--- src/rtl/icache.sv ---
// Direct-mapped, read-only instruction cache. Hits return with one cycle of registered latency.
// Misses refill the whole line with sequential single-word memory reads. A flush invalidates every line.
module icache #(
  parameter int XLEN           = 32,
  parameter int LINES          = 16,
  parameter int WORDS_PER_LINE = 4
) (
  input  logic            clk,
  input  logic            reset_n,
  input  logic            i_cpu_re,
  input  logic [XLEN-1:0] i_cpu_addr,
  output logic            o_cpu_ack,
  output logic [31:0]     o_cpu_data,
  input  logic            i_flush,
  output logic            o_mem_re,
  output logic [XLEN-1:0] o_mem_addr,
  input  logic            i_mem_ack,
  input  logic [31:0]     i_mem_data
);
  localparam int OW  = $clog2(WORDS_PER_LINE);
  localparam int IW  = $clog2(LINES);
  localparam int TW  = XLEN - 2 - OW - IW;
  localparam int LAW = XLEN - 2 - OW;
  localparam logic [OW-1:0] LAST_WORD = OW'(WORDS_PER_LINE - 1);

  typedef enum logic {IDLE, FILL} state_t;

  state_t           r_state, w_state_nxt;
  logic [LINES-1:0] r_valid;
  logic [TW-1:0]    r_tag  [LINES];
  logic [31:0]      r_data [LINES][WORDS_PER_LINE];
  logic [LAW-1:0]   r_line_addr;
  logic [OW-1:0]    r_word_cnt;
  logic             r_flush_pend;
  logic             r_cpu_ack;
  logic [31:0]      r_cpu_data;

  logic [OW-1:0]    w_off;
  logic [IW-1:0]    w_idx;
  logic [TW-1:0]    w_tag;
  logic [IW-1:0]    w_fill_idx;
  logic [TW-1:0]    w_fill_tag;
  logic             w_req, w_hit, w_hit_ack;
  logic             w_miss_start, w_word_we, w_last_ack;
  logic             w_unused_addr_lsbs;

  assign w_off              = i_cpu_addr[2 +: OW];
  assign w_idx              = i_cpu_addr[2+OW +: IW];
  assign w_tag              = i_cpu_addr[XLEN-1 -: TW];
  assign w_unused_addr_lsbs = ^i_cpu_addr[1:0];
  assign w_fill_idx         = r_line_addr[IW-1:0];
  assign w_fill_tag         = r_line_addr[LAW-1 -: TW];

  // No new lookup in the ack cycle, so a held request is not answered twice.
  assign w_req     = i_cpu_re & ~r_cpu_ack;
  assign w_hit     = r_valid[w_idx] && (r_tag[w_idx] == w_tag);
  assign w_hit_ack = (r_state == IDLE) && w_req && w_hit;

  // NOTE: sequential state uses non-blocking (<=) so every flop samples pre-edge values.
  always_ff @(posedge clk or negedge reset_n) begin
    if (!reset_n) r_state <= IDLE;
    else          r_state <= w_state_nxt;
  end

  // NOTE: every output of this block gets a default first so no latch is inferred.
  always_comb begin
    w_state_nxt  = r_state;
    o_mem_re     = 1'b0;
    o_mem_addr   = '0;
    w_miss_start = 1'b0;
    w_word_we    = 1'b0;
    w_last_ack   = 1'b0;
    case (r_state)
      IDLE: begin
        if (w_req && !w_hit) begin
          w_miss_start = 1'b1;
          w_state_nxt  = FILL;
        end
      end
      FILL: begin
        o_mem_re   = 1'b1;
        o_mem_addr = {r_line_addr, r_word_cnt, 2'b00};
        if (i_mem_ack) begin
          w_word_we = 1'b1;
          if (r_word_cnt == LAST_WORD) begin
            w_last_ack  = 1'b1;
            w_state_nxt = IDLE;
          end
        end
      end
      default: w_state_nxt = IDLE;
    endcase
  end

  always_ff @(posedge clk or negedge reset_n) begin
    if (!reset_n) begin
      r_line_addr  <= '0;
      r_word_cnt   <= '0;
      r_flush_pend <= 1'b0;
      r_cpu_ack    <= 1'b0;
      r_cpu_data   <= '0;
    end else begin
      r_cpu_ack <= w_hit_ack;
      if (w_hit_ack)
        r_cpu_data <= r_data[w_idx][w_off];
      if (w_miss_start) begin
        r_line_addr <= i_cpu_addr[XLEN-1 -: LAW];
        r_word_cnt  <= '0;
      end else if (w_word_we) begin
        r_word_cnt <= r_word_cnt + OW'(1);
      end
      // A flush seen mid-fill keeps the refilled line invalid.
      if (w_last_ack)
        r_flush_pend <= 1'b0;
      else if ((r_state == FILL) && i_flush)
        r_flush_pend <= 1'b1;
    end
  end

  always_ff @(posedge clk or negedge reset_n) begin
    if (!reset_n) begin
      r_valid <= '0;
    end else if (i_flush) begin
      r_valid <= '0;
    end else begin
      // The victim line is dropped while its words are overwritten.
      if (w_miss_start)
        r_valid[w_idx] <= 1'b0;
      if (w_last_ack && !r_flush_pend)
        r_valid[w_fill_idx] <= 1'b1;
    end
  end

  // NOTE: tag and data arrays have no reset; the valid bits alone guard them.
  always_ff @(posedge clk) begin
    if (w_word_we)
      r_data[w_fill_idx][r_word_cnt] <= i_mem_data;
    if (w_last_ack)
      r_tag[w_fill_idx] <= w_fill_tag;
  end

  assign o_cpu_ack  = r_cpu_ack;
  assign o_cpu_data = r_cpu_data;

endmodule

--- config.mk ---
export PLATFORM = sky130hd
export DESIGN_NAME = icache
export DESIGN_NICKNAME = d
export VERILOG_FILES = /design/src/rtl/icache.sv
export SDC_FILE = /design/constraint.sdc
export NUM_CORES = 2
export LEC_CHECK = 0
export BUFFER_PORTS_ARGS = -buffer_cell sky130_fd_sc_hd__buf_2
export CORE_MARGIN = 2
export CORE_UTILIZATION = 30
export DETAILED_ROUTE_END_ITERATION = 10
export SYNTH_ARGS = -nofsm -noshare
export SYNTH_HDL_FRONTEND = slang
export SYNTH_SLANG_ARGS = --single-unit
--- constraint.sdc ---
create_clock -name clk -period 6.6 [get_ports clk]
set_clock_uncertainty 0.1 [all_clocks]
set_input_delay 1.32 -clock clk [delete_from_list [all_inputs] [get_ports clk]]
set_output_delay 1.32 -clock clk [all_outputs]
set_load 0.005 [all_outputs]
==> impl_metrics.yaml <==
timing:
  relSlewSlack_pct: 12.5
  slew_violations: 0
  finalSetupViolCount: 0
  hold_viol_final: 0
  fin_crit_sh_pct: 71.8
  fin_tns_setup_ps: 0
  tightestPinTransition_ps: 1310
  rsz0062_at_grt: "false"
  period_minus_slack_ps: 4740
  final.setup.worst_slack_ps: 1860
  fmax_mhz: 211
placement:
  io_buffers: 130
  dp_slack_ps: 1020
  place_congestion: 0.808
  place_area_sq_um: 103000
  dpl.hpwl_um: 141000
clock_network:
  root_buffer: "clkbuf_16"
  insertion_delay_ps: 870
  hold_buffers: 0
  clkTransAtPathRegs_ps: 60
  cts_resized: 0
  htree_levels: 4
  postCtsSetupRepairBufs: 0
  cts_inserted_buffers: 240
  cts_tree: "done"
  clock_path_buffers: 3
  cts.sinks: 2513
finish:
  seqCellArea_sq_um: 75100
  drive_gt1_share_pct: 32.6
  nNetsFinal: 4374
  multi_input_area_sq_um: 21300
  finish.utilization_pct: 34.6
  fillers: 29333
  fin_area_sq_um: 111000
  area_growth_pct: 14.8
logic_synthesis:
  synth_edf_count: 2432
  synth_seq_area_share_pct: 77.6
  ys_async_sr_fraction_pct: 3.22
  syn_inst: 4029
  yosysUniqueCellTypes: 62
  muxShareOfSynthArea_pct: 19.0
  yosys_warnings: 0
  syn-cell-area_sq_um: 96700
  synthXorXnorAreaFrac_pct: 0.254
  synth_top_family_by_area: "multiplexers"
  syn_avg_cell_area_sq_um: 24.0
  synth_compound_area_share_pct: 0.858
  ys_ff_latch: 2513
  yosys.area_share.simple_pct: 1.18
  synth-adder-area-share_pct: 0.0517
  synth_top_flop_cell: "edfxtp_1"
setup_path:
  worst_r2r_path_depth: 10
  reg2reg_from: "r_tag[15][7]"
  worst_ep_required_time_ps: 7240
  endpoint_kind: "flip-flop"
  r2r_setup_slack_ps: 2580
  worstSetupStartpointType: "input pin"
  cp-startpoint: "i_cpu_addr[5]"
  timing.rr.end: "o_cpu_data[3]"
  path_class: "in2reg"
  endpoint: "o_cpu_data[3]"
  crit_arrival_ps: 5380
  worstPathMaxFanout: 51
grt:
  gr-total-overflow: 0
  grt_pass1_vias: 45235
  grt_max_degree: 118
  grt_pass1_wl_um: 349000
  grt_antenna_before_repair: 32
  grt_usage_pct: 14.9
job:
  cap_viol_max_count: 0
route:
  wl_per_cell_um: 28.2
  routed_wl_um: 248000
  vias: 45117
  drt-initial-drc-count: 5722
  drtPass1Iterations: 5
  final_antenna_net_count: 0
  vias_per_cell: 5.12
  drcViolationCount: 0
floorplan:
  core_area_sq_um: 321000
  core.rowCount: 208
  io_pins: 135
  fp.dieW_um: 572
  initial_core_util_pct: 30.1
  die_h_um: 572
  dieArea_sq_um: 327000
power:
  power_leakage_uw: 0.0343
  p_per_area_nw_per_um2: 314
  ir_drop_uv: 258
run_status:
  status: "finished, final reports clean"
hold_path:
  worstHoldStart: "o_cpu_data[7]"
  hold_class: "reg2reg"
  min_path_cells: 1
-- critical path: stages --
cell and delay (ps):
buf_8 420, buf_12 300, mux4_2 360, xnor2_1 150
a221o_1 270, o31a_1 250, o41ai_1 510, o21ai_0 180
nor4bb_1 350, nor4bb_4 430, buf_12 300, mux2_2 390
-- cells by family after synthesis --
group | Yosys count
other | 1
XOR/XNOR | 28
AND/OR/NAND/NOR | 244
adder cells (fa/ha/maj) | 4
buffers and inverters | 232
AO/OA/AOI/OAI | 115
flip-flops | 2513
multiplexers | 892
-- worst min path at each step --
| stage | to | slack (ps) |
|---|---|---|
| floorplan | r_valid[13] | 400 |
| global placement | o_cpu_data[7] | 390 |
| detailed placement | o_cpu_data[7] | 390 |
| CTS | o_cpu_data[7] | 400 |
| global route | o_cpu_data[31] | 420 |
| finish | o_cpu_data[7] | 410 |
-- routing by layer --
layer  vias to the layer above  global-route usage, %  wire (um)
met2                      1946                   23.9     119000
met3                       365                   2.72      19700
met4                        14                   3.69       5630
li1                      17872                      -          -
met5                         -                      0         97
met1                     24920                   21.1     104000
-- cell usage in the layout (no fill, tap or decap), types with 22 or more instances in the layout --
cell,instances
edfxtp_1,2432
and2_1,32
clkinv_2,38
dfrtp_1,81
clkinv_1,50
nand2_1,33
clkbuf_1,66
buf_4,108
nor2_1,36
clkbuf_16,245
buf_2,124
a21oi_1,22
mux4_2,738
mux2_2,55
nor2_4,81
mux2i_1,83
-- where the power goes --
| group | switching, uW | leakage (uW) | internal, uW |
|---|---|---|---|
| sequential | 526 | 0.0229 | 18400 |
| combinational | 1740 | 0.00765 | 1010 |
| clock | 5870 | 0.00369 | 7400 |
| total | 8140 | 0.0343 | 26800 |
-- synthesized netlist by cell type, types with 3 or more instances --
cell type	instances	area (sq um)
a31oi_1	11	68.8
buf_8	3	45.0
mux2i_1	83	831
nor4_1	3	18.8
a22o_1	11	96.3
mux2_4	11	165
buf_1	45	169
edfxtp_1	2432	73000
a311oi_1	5	43.8
mux4_2	738	16600
a21oi_1	22	110
o22ai_1	5	31.3
ha_1	4	50.1
mux2_2	55	619
o21ai_0	11	55.1
xor2_1	15	131
mux4_1	5	131
buf_6	10	113
nand3_1	16	80.1
buf_2	16	80.1
and2_1	32	200
inv_1	14	52.6
a221oi_1	7	61.3
xnor2_1	13	114
buf_4	10	75.1
a2bb2oi_1	3	26.3
dfrtp_1	81	2030
nand4_1	3	18.8
nor2b_1	10	62.6
a22oi_1	16	120
nand2_1	33	124
clkbuf_1	133	499
nor3_1	13	65.1
and3_1	3	18.8
o211ai_1	4	30.0
nor2_1	118	443
-- sequential cells by signal, indices dropped and copies added (netlist names) --
register	count
o_cpu_ack	1
r_tag	384
r_line_addr	28
r_state	1
r_word_cnt	2
r_flush_pend	1
o_cpu_data	32
r_data	2048
r_valid	16
-- stage by stage --
step,cells,hold slack (ps),power [uW]
floorplan,4030,402,20500
detailed placement,8364,390,22000
global placement,8364,385,21900
finish,8816,406,34900
global route,8812,418,35900
CTS,8808,403,35100
-- layout make-up --
| class | instances | share of cell area (%) |
|---|---|---|
| Sequential cell | 2513 | 67.6 |
| Tap cell | 4305 | 4.85 |
| Clock buffer | 327 | 5.94 |
| Multi-Input combinational cell | 1285 | 19.2 |
| Antenna cell | 8 | 0.0180 |
| Clock inverter | 117 | 0.855 |
| Timing Repair Buffer | 247 | 1.54 |
| Inverter | 14 | 0.0473 |
No activity file was read; power rests on OpenSTA's default activity.
